### config.mk
export PLATFORM = sky130hd
export DESIGN_NAME = alu_uart_core
export DESIGN_NICKNAME = d
export VERILOG_FILES = /design/src/rtl/alu_uart_core.sv
export SDC_FILE = /design/constraint.sdc
export NUM_CORES = 2
export LEC_CHECK = 0
export CAP_MARGIN = 20
export CORE_MARGIN = 10
export CORE_UTILIZATION = 63
export DETAILED_ROUTE_END_ITERATION = 10
export GPL_ROUTABILITY_DRIVEN = 0
export MAX_ROUTING_LAYER = met4
export PLACE_DENSITY = 0.9
export REMOVE_ABC_BUFFERS = 1
export SLEW_MARGIN = 20
export SYNTH_ARGS = -nofsm -noshare
export SYNTH_HDL_FRONTEND = slang
export SYNTH_SLANG_ARGS = --single-unit
### constraint.sdc
create_clock -name clk -period 21.1 [get_ports clk]
set_input_delay 2.11 -clock clk [delete_from_list [all_inputs] [get_ports clk]]
set_output_delay 2.11 -clock clk [all_outputs]
set_load 0.01 [all_outputs]
### src/rtl/alu_uart_core.sv
// alu_uart_core: serial-command ALU. Receives command packets over UART RX,
// runs signed 32-bit add / multiply / divide, and returns the result on UART TX.
// Framing is 8N1, LSB first, idle high, with a bit period of 8*PRESCALE clocks.
//
// Ports:
//   clk  - system clock (rising edge)
//   rst  - asynchronous active-high reset
//   rxd  - UART serial input (asynchronous to clk, 2-FF synchronized)
//   txd  - UART serial output, idle high
//   busy - high from the first header byte until the last response stop bit
//
// Build option: define ALU_UART_ERR_RESP_EN so that an unknown opcode answers with
// the single byte 8'hEE once the packet has been consumed. Without it, an unknown
// opcode is consumed silently.
module alu_uart_core #(
  parameter int PRESCALE = 19,
  parameter int MAX_LEN  = 16'hFFFF
) (
  input  logic clk,
  input  logic rst,
  input  logic rxd,
  output logic txd,
  output logic busy
);
  localparam logic [15:0] HALF_P  = 16'(4*PRESCALE-1);
  localparam logic [15:0] FULL_P  = 16'(8*PRESCALE-1);
  localparam logic [15:0] LEN_MAX = 16'(MAX_LEN);
  localparam logic [7:0]  OP_ADD  = 8'hAD;
  localparam logic [7:0]  OP_MUL  = 8'h63;
  localparam logic [7:0]  OP_DIV  = 8'h5B;

  typedef enum logic [1:0] {S_HDR, S_OPER, S_EXEC, S_RESP} state_t;
  state_t state_q, state_d;

  // ---------------- RX deserializer ----------------
  logic [1:0]  rxs_q;
  logic        rx_act_q, rx_v_q;
  logic [15:0] rx_cnt_q;
  logic [3:0]  rx_bit_q;
  logic [7:0]  rx_sh_q;
  logic        rx_s;
  assign rx_s = rxs_q[1];

  always_ff @(posedge clk or posedge rst) begin
    if (rst) begin
      rxs_q <= 2'b11; rx_act_q <= 1'b0; rx_v_q <= 1'b0;
      rx_cnt_q <= '0; rx_bit_q <= '0; rx_sh_q <= '0;
    end else begin
      rxs_q  <= {rxs_q[0], rxd};
      rx_v_q <= 1'b0;
      if (!rx_act_q) begin
        if (!rx_s) begin
          rx_act_q <= 1'b1; rx_cnt_q <= HALF_P; rx_bit_q <= '0;
        end
      end else if (rx_cnt_q != 16'd0) begin
        rx_cnt_q <= rx_cnt_q - 16'd1;
      end else begin
        rx_cnt_q <= FULL_P;
        rx_bit_q <= rx_bit_q + 4'd1;
        if (rx_bit_q == 4'd0) begin
          if (rx_s) rx_act_q <= 1'b0;          // glitch, not a real start bit
        end else if (rx_bit_q == 4'd9) begin
          rx_act_q <= 1'b0;
          rx_v_q   <= rx_s;                    // low stop bit drops the byte
        end else begin
          rx_sh_q <= {rx_s, rx_sh_q[7:1]};
        end
      end
    end
  end

  // ---------------- Parser / ALU ----------------
  logic [15:0] cnt_q, len_q, len_in, len_eff;
  logic [7:0]  opc_q;
  logic [31:0] op_q, acc_q, dvs_q, op_w, prod_w;
  logic [31:0] quo_q, rem_q, dabs_q, q_fin, r_fin;
  logic [32:0] rem_t, sub_t;
  logic [1:0]  op_idx_q;
  logic [5:0]  ex_cnt_q;
  logic [63:0] txbuf_q;
  logic [3:0]  tx_left_q;
  logic        is_div, known, exec_done, resp_en, tx_start, tx_act_q;

  assign len_in   = {rx_sh_q, len_q[7:0]};
  assign len_eff  = (len_in < 16'd4) ? 16'd4 : ((len_in > LEN_MAX) ? LEN_MAX : len_in);
  assign op_w     = {rx_sh_q, op_q[31:8]};
  assign prod_w   = acc_q * op_w;
  assign is_div   = (opc_q == OP_DIV);
  assign known    = (opc_q == OP_ADD) || (opc_q == OP_MUL) || is_div;
  // divider: 1 setup cycle, 32 shift-subtract steps, result read on count 33
  assign exec_done = !is_div || (ex_cnt_q == 6'd33);
  assign rem_t    = {rem_q, quo_q[31]};
  assign sub_t    = rem_t - {1'b0, dabs_q};
  assign tx_start = (state_q == S_RESP) && !tx_act_q && (tx_left_q != 4'd0);
  assign busy     = (state_q != S_HDR) || (cnt_q != 16'd0);
`ifdef ALU_UART_ERR_RESP_EN
  assign resp_en = 1'b1;
`else
  assign resp_en = known;
`endif

  always_comb begin
    q_fin = (acc_q[31] ^ dvs_q[31]) ? -quo_q : quo_q;
    r_fin = acc_q[31] ? -rem_q : rem_q;
    if (dvs_q == 32'd0) begin
      q_fin = 32'hFFFF_FFFF;
      r_fin = acc_q;
    end
  end

  always_comb begin
    state_d = state_q;
    case (state_q)
      S_HDR:  if (rx_v_q && cnt_q[1:0] == 2'd3)
                state_d = (len_eff <= 16'd4) ? S_EXEC : S_OPER;
      S_OPER: if (rx_v_q && (cnt_q + 16'd1 == len_q)) state_d = S_EXEC;
      S_EXEC: if (exec_done) state_d = resp_en ? S_RESP : S_HDR;
      S_RESP: if (tx_left_q == 4'd0 && !tx_act_q) state_d = S_HDR;
      default: state_d = S_HDR;
    endcase
  end

  always_ff @(posedge clk or posedge rst) begin
    if (rst) begin
      state_q <= S_HDR; cnt_q <= '0; len_q <= '0; opc_q <= '0; op_q <= '0;
      acc_q <= '0; dvs_q <= '0; op_idx_q <= '0; ex_cnt_q <= '0;
      quo_q <= '0; rem_q <= '0; dabs_q <= '0; txbuf_q <= '0; tx_left_q <= '0;
    end else begin
      state_q <= state_d;
      case (state_q)
        S_HDR: if (rx_v_q) begin
          cnt_q <= cnt_q + 16'd1;
          case (cnt_q[1:0])
            2'd0: begin opc_q <= rx_sh_q; acc_q <= '0; dvs_q <= '0; op_idx_q <= '0; end
            2'd2: len_q <= {len_q[15:8], rx_sh_q};
            2'd3: len_q <= len_eff;
            default: ;
          endcase
        end
        S_OPER: if (rx_v_q) begin
          cnt_q <= cnt_q + 16'd1;
          op_q  <= op_w;
          // header is 4 bytes, so cnt[1:0]==3 marks the last byte of an operand;
          // a short trailing group never reaches it and is ignored
          if (cnt_q[1:0] == 2'd3) begin
            if (op_idx_q != 2'd2) op_idx_q <= op_idx_q + 2'd1;
            case (opc_q)
              OP_ADD: acc_q <= acc_q + op_w;
              OP_MUL: acc_q <= (op_idx_q == 2'd0) ? op_w : prod_w;
              OP_DIV: if (op_idx_q == 2'd0) acc_q <= op_w;
                      else if (op_idx_q == 2'd1) dvs_q <= op_w;
              default: ;
            endcase
          end
        end
        S_EXEC: begin
          ex_cnt_q <= ex_cnt_q + 6'd1;
          if (is_div) begin
            if (ex_cnt_q == 6'd0) begin
              quo_q  <= acc_q[31] ? -acc_q : acc_q;
              dabs_q <= dvs_q[31] ? -dvs_q : dvs_q;
              rem_q  <= '0;
            end else if (ex_cnt_q <= 6'd32) begin
              rem_q <= sub_t[32] ? rem_t[31:0] : sub_t[31:0];
              quo_q <= {quo_q[30:0], ~sub_t[32]};
            end
          end
          if (exec_done) begin
            ex_cnt_q <= '0;
            cnt_q    <= '0;
            if (is_div) begin
              txbuf_q <= {r_fin, q_fin}; tx_left_q <= 4'd8;
            end else if (known) begin
              txbuf_q <= {32'd0, acc_q}; tx_left_q <= 4'd4;
            end else begin
              txbuf_q <= {56'd0, 8'hEE}; tx_left_q <= resp_en ? 4'd1 : 4'd0;
            end
          end
        end
        S_RESP: if (tx_start) begin
          txbuf_q   <= txbuf_q >> 8;
          tx_left_q <= tx_left_q - 4'd1;
        end
        default: ;
      endcase
    end
  end

  // ---------------- TX serializer ----------------
  logic [9:0]  tx_sh_q;
  logic [15:0] tx_cnt_q;
  logic [3:0]  tx_bit_q;

  always_ff @(posedge clk or posedge rst) begin
    if (rst) begin
      tx_act_q <= 1'b0; tx_sh_q <= '1; tx_cnt_q <= '0; tx_bit_q <= '0;
    end else if (tx_start) begin
      tx_act_q <= 1'b1; tx_sh_q <= {1'b1, txbuf_q[7:0], 1'b0};
      tx_cnt_q <= FULL_P; tx_bit_q <= '0;
    end else if (tx_act_q) begin
      if (tx_cnt_q != 16'd0) begin
        tx_cnt_q <= tx_cnt_q - 16'd1;
      end else begin
        tx_cnt_q <= FULL_P;
        if (tx_bit_q == 4'd9) tx_act_q <= 1'b0;
        else begin
          tx_sh_q  <= {1'b1, tx_sh_q[9:1]};
          tx_bit_q <= tx_bit_q + 4'd1;
        end
      end
    end
  end

  assign txd = !tx_act_q || tx_sh_q[0];
endmodule

# ---- Word-level counts from Yosys, hierarchy flattened
# Index checks and enable logic that the tools add are counted.
dict set report classes {
  addsub 14
  n_mul 1
  order_cmp 4
  eq_ne 34
  muxes 85
  bitwise_logic 6
  n_reduce_logical 46
}
# op count
set ops {}
lappend ops {{$mux W32} 23}
lappend ops {{$mux W64} 3}
lappend ops {{$mux W16} 10}
lappend ops {{$neg A32 Y32} 4}
lappend ops {{$pmux W32 S2} 2}
lappend ops {{$pmux W64 S2} 1}
lappend ops {{$pmux W32 S3} 1}
lappend ops {{$pmux W16 S2} 2}
lappend ops {{$reduce_bool A16 Y1} 3}
lappend ops {{$mux W10} 4}
lappend ops {{$mux W4} 10}
lappend ops {{$sub A33 B32 Y33} 1}
lappend ops {{$add A32 B32 Y32} 1}
lappend ops {{$logic_not A32 Y1} 1}
lappend ops {{$mul A32 B32 Y32} 1}
lappend ops {{$ne A2 B2 Y1 const B} 16}
lappend ops {{$sub A16 B1 Y16 const B} 2}
lappend ops {{$mux W2} 11}
lappend ops {{$reduce_and A3 Y1} 7}
lappend ops {{$add A16 B1 Y16 const B} 1}
lappend ops {{$eq A16 B16 Y1} 1}
lappend ops {{$eq A8 B7 Y1 const B} 2}
lappend ops {{$gt A16 B16 Y1 const B} 1}
lappend ops {{$le A16 B3 Y1 const B} 1}
lappend ops {{other kinds (36)} 81}
dict set report word_totals {
  reg_bits 373
  in_bits 3
  output_inout_bits 2
  word_cells 215
}

# ---- Depth between registers and ports, before layout
dict set report depth {
  depth_word 7
  depth_mapped 29
  ltp_nobuf 27
}

# ---- Least setup slack after synthesis
# Ideal clock, no wire load.
dict set report synth_path {
  kind {register -> register}
  startpoint {register op_q[13]}
  endpoint {register acc_q[31]}
  setup_ns 0.116
  t_arrival_ns 7.612
  t_required_ns 20.984
  slack_ns 13.372
  stages_incl_launch_ff 28
  n_path_buf 2
  period_less_slack_ns 7.728
  cell_sequence {dfrtp_1 clkbuf_1 clkbuf_1 and2_1 fa_1 fa_1 fa_1 inv_1 fa_1 inv_1 fa_1 inv_1 fa_1 inv_1 fa_1 fa_1 ha_1 o21ai_0 a21oi_1 a221o_1 a21o_1 a41o_1 a2111o_1 a2111oi_0 o21a_1 o21a_1 o21ai_0 o311ai_0}
}
dict set report synth_between {
  elab_chain_cells 6
  word_cells_on_any_way 7
  cone_classes {add/sub: 1; mul: 1; mux: 5}
}
# element line
set synth_rtl {}
lappend synth_rtl {{from (decl)} 75} ;# logic [31:0] op_q, acc_q, dvs_q, op_w, prod_w;
lappend synth_rtl {{from (signal assigned)} 142} ;# op_q <= op_w;
lappend synth_rtl {{$mul A32 B32 Y32} 87} ;# assign prod_w = acc_q * op_w;
lappend synth_rtl {{$mux W32} 149} ;# OP_MUL: acc_q <= (op_idx_q == 2'd0) ? op_w : prod_w;
lappend synth_rtl {{$pmux W32 S3 (*)} 147} ;# case (opc_q)
lappend synth_rtl {{$mux W32 (*)} 145} ;# if (cnt_q[1:0] == 2'd3) begin
lappend synth_rtl {{$mux W32 (*)} 140} ;# S_OPER: if (rx_v_q) begin
lappend synth_rtl {{$pmux W32 S2 (*)} 130} ;# case (state_q)
lappend synth_rtl {{to (signal assigned)} 148} ;# OP_ADD: acc_q <= acc_q + op_w;
lappend synth_rtl {{to (signal assigned)} 149}
lappend synth_rtl {{to (signal assigned)} 150} ;# OP_DIV: if (op_idx_q == 2'd0) acc_q <= op_w;
lappend synth_rtl {{to (decl)} 75}
# Every way passes the cells marked *; elsewhere a longest branch is shown, timed or not. The select of a mux whose other input is x is not followed.
# A chain may end at the register's enable or synchronous reset.

# ---- Worst setup path in the final report
dict set report layout_path {
  startpoint {register acc_q[14]}
  endpoint {register acc_q[31]}
}
dict set report layout_between {
  elab_chain_cells 6
  word_cells_on_any_way 7
  cone_classes {add/sub: 1; mul: 1; mux: 5}
}
# element line
set layout_rtl {}
lappend layout_rtl {{$mul A32 B32 Y32} 87}
lappend layout_rtl {{$mux W32} 149}
lappend layout_rtl {{$pmux W32 S3 (*)} 147}
lappend layout_rtl {{$mux W32 (*)} 145}
lappend layout_rtl {{$mux W32 (*)} 140}
lappend layout_rtl {{$pmux W32 S2 (*)} 130}
# Marks and branches as above.

==> impl_metrics.ini <==
[run_status]
status = finished, final reports clean

[min_path]
hold_end = rxs_q[1]$_DFF_PP1_
worstHoldStart = rxs_q[0]$_DFF_PP1_
holdPathStages = 0
hold_path.class = flop to flop

[synthesis]
synth_top_cell_area_share_pct = 22.8
yosysWarningCount = 0
synth_top_area_cell = dfrtp_1
synth-adder-area-share_pct = 28.0
synth_seq_cells = 364
synthSimpleGateAreaFrac_pct = 17.6
synth.area.mux_share_pct = 2.36
synth_cell_types = 73
synth_cells = 4442
async_flop_share_pct = 100
yosysSeqAreaShare_pct = 23.6
synth_top_flop_cell = dfrtp_1
synth_compound_area_share_pct = 14.4
synthTopCellsByArea = dfrtp_1 23%, fa_1 21%, ha_1 6.8%
synthXorXnorAreaFrac_pct = 6.66
synth_top_family_by_area = adder cells
synth_area_um2 = 38700
synth_edf_count = 0
syn_avg_cell_area_um2 = 8.70

[sta]
period_minus_slack_ns = 8.46
finalSetupTns_ns = 0
period_share_pct = 40.1
fmax_ghz = 0.118
setup-violations-final = 0
final_hold_viol_count = 0
slew_headroom_pct = 28.8
slew_violations = 0
skew_ns = 0.0261
worstMarginPinSlew_ns = 1.06
rsz0062_at_grt = false
setup_ws_ns = 12.64
hold_slack_ns = 0.355

[grt]
grt_pass1_wl_um = 174000
antenna_found_initial = 4
overflow = 0
grt_pass1_vias = 32900
track_usage_pct = 31.3
grt_max_degree = 177

[critical_path]
reg2reg_from = acc_q[14]$_DFFE_PP0P_
cp-end-kind = flop
critPathArrivalTime_ns = 8.93
startpoint = acc_q[14]$_DFFE_PP0P_
r2r-end = acc_q[31]$_DFFE_PP0P_
crit_path_start_kind = flop
critical_path_required_ns = 21.58
path_max_fanout = 25
reg2reg_setup_slack_ns = 12.64
path_class = flop to flop
r2r_cells = 23

[final_layout]
drive_gt1_share_pct = 5.36
nets = 4902
area_growth_pct = 4.96

[power_and_ir_drop]
power.total_mw = 1.47
p_leak_nw = 19.5
p_per_area_nw_per_um2 = 36.2
vdd_drop_max_mv = 0.0526

[placed_design]
place_ws_ns = 12.68
dpl.hpwl_um = 76300
port_buffers = 4

[route]
ant_nets = 0
vias = 32700
drcViolationCount = 0
via_per_inst = 6.42
drtIter0Drc = 4128
firstDrtPassIters = 9
wl_um = 109000
wire_per_inst_um = 21.3

[cts]
post_cts_resized = 0
cts_max_path_buffers = 3
cts.sinks = 364
cts_hold_buf = 0
cts_max_level = 2
clk_pin_slew_ns = 0.07
clk_latency_ns = 0.60
root_buffer = clkbuf_16
numCtsBuffers = 40
cts_tree = done
postCtsSetupBuffers = 0

[die]
initial_core_util_pct = 63.8
rows = 90
die_y_um = 268
io-pin-count = 5
coreArea_um2 = 60600
die_w_um = 268
dieArea_um2 = 71700

[run]
maxCapViolations = 0
==> critical path, stage by stage (launching register included) <==
cell	delay, ns
dfrtp_1	0.99
and2_1	0.28
fa_1	0.45
fa_1	0.50
fa_1	0.53
inv_1	0.05
fa_1	0.47
inv_1	0.05
fa_1	0.48
fa_1	0.58
fa_1	0.45
fa_1	0.45
ha_1	0.38
o21ai_0	0.11
a21oi_1	0.12
a221o_1	0.31
a21o_1	0.15
a41o_1	0.28
a2111o_1	0.38
a2111oi_0	0.53
o21a_1	0.21
o21a_1	0.14
o21ai_0	0.09
o311ai_0	0.35
==> power by group <==
| part | switching, mW | leakage (nW) | internal, mW | total (mW) |
|---|---|---|---|---|
| sequential | 0.000197 | 5.02 | 0.698 | 0.698 |
| clock | 0.323 | 0.682 | 0.433 | 0.756 |
| combinational | 0.0138 | 13.8 | 0.000906 | 0.0147 |
| total | 0.337 | 19.5 | 1.13 | 1.47 |
==> stage by stage <==
stage / instances / cell area (um^2) / util [%]
6_report: 5097 / 40600 / 67.0
5_1_grt: 5096 / 40600 / 67.0
4_1_cts: 5094 / 40600 / 66.9
3_5_place_dp: 5020 / 39200 / 64.7
3_3_place_gp: 5020 / 39200 / 64.7
2_1_floorplan: 4169 / 37600 / -
==> layout by cell type (no fill, tap or decap), types with 54 or more instances in the layout <==
| master | count |
|---|---|
| nand2_1 | 607 |
| inv_1 | 466 |
| fa_1 | 410 |
| dfrtp_1 | 352 |
| o21ai_0 | 324 |
| and2_1 | 306 |
| a21oi_1 | 229 |
| ha_1 | 209 |
| nor2_1 | 203 |
| xnor2_1 | 171 |
| xor2_1 | 121 |
| buf_4 | 64 |
| a211oi_1 | 58 |
| o31ai_1 | 54 |
==> final cells by class <==
type | count | area [um^2]
Antenna cell | 3 | 7.51
Clock buffer | 59 | 1190
Clock inverter | 15 | 193
Fill cell | 4369 | 20000
Inverter | 467 | 1760
Multi-Input combinational cell | 3338 | 26800
Sequential cell | 364 | 9120
Tap cell | 782 | 978
Timing Repair Buffer | 69 | 541
==> flip-flops by register name, indices dropped and copies added, names as in the netlist, 9 cells and up <==
signal and count:
dvs_q 32, op_q 24, rx_cnt_q 16, acc_q 32, rem_q 32, tx_cnt_q 16
cnt_q 16, txbuf_q 64, len_q 16, dabs_q 32, tx_sh_q 9, quo_q 32
==> logic make-up after synthesis <==
| group | Yosys count |
|---|---|
| fa+ha+maj | 619 |
| buf+inv | 740 |
| simple gates | 1416 |
| flops | 364 |
| xor+xnor | 294 |
| compound gates | 924 |
| mux | 85 |
==> how the worst max path moves through the flow <==
| stage | end | slack, ns |
|---|---|---|
| final | acc_q[31]$_DFFE_PP0P_ | 12.64 |
| after global routing | acc_q[31]$_DFFE_PP0P_ | 12.16 |
| after CTS | acc_q[31]$_DFFE_PP0P_ | 12.66 |
| after detailed placement | acc_q[31]$_DFFE_PP0P_ | 12.68 |
| after global placement | acc_q[31]$_DFFE_PP0P_ | 12.84 |
| after floorplan | acc_q[0]$_DFFE_PP0P_ | 8.90 |
==> Yosys cell counts, types with 6 or more instances <==
master and number:
nand2_1 610, inv_1 467, fa_1 410, dfrtp_1 353, o21ai_0 325, and2_1 307, clkbuf_1 251, a21oi_1 229
ha_1 209, nor2_1 205, xnor2_1 171, xor2_1 123, a211oi_1 58, o31ai_1 55, mux2_2 49, a21o_1 48
nor3_1 46, and3_1 42, nand3_1 41, o21ai_1 38, nand2b_1 37, mux2i_1 36, nor4_1 27, a31oi_1 22
a221oi_1 20, or3_1 20, nor2b_1 18, o41ai_1 16, a22o_1 15, o21a_1 15, o21bai_1 15, nand4_1 14
or4_1 14, buf_1 11, dfstp_2 11, or2_2 9, o211ai_1 8, a22oi_1 7, a222oi_1 6, buf_6 6
==> metal layers <==
metal | track usage [%] | share of wire [%] | wire [um] | vias to the layer above
met5 | - | 0 | 0 | -
met4 | 16.9 | 6.6 | 7120 | 0
met3 | 9.95 | 14 | 14700 | 585
met2 | 46.3 | 44 | 47400 | 2206
met1 | 37.8 | 36 | 39400 | 15700
li1 | - | - | - | 14300
(Power assumes the default switching activity.)
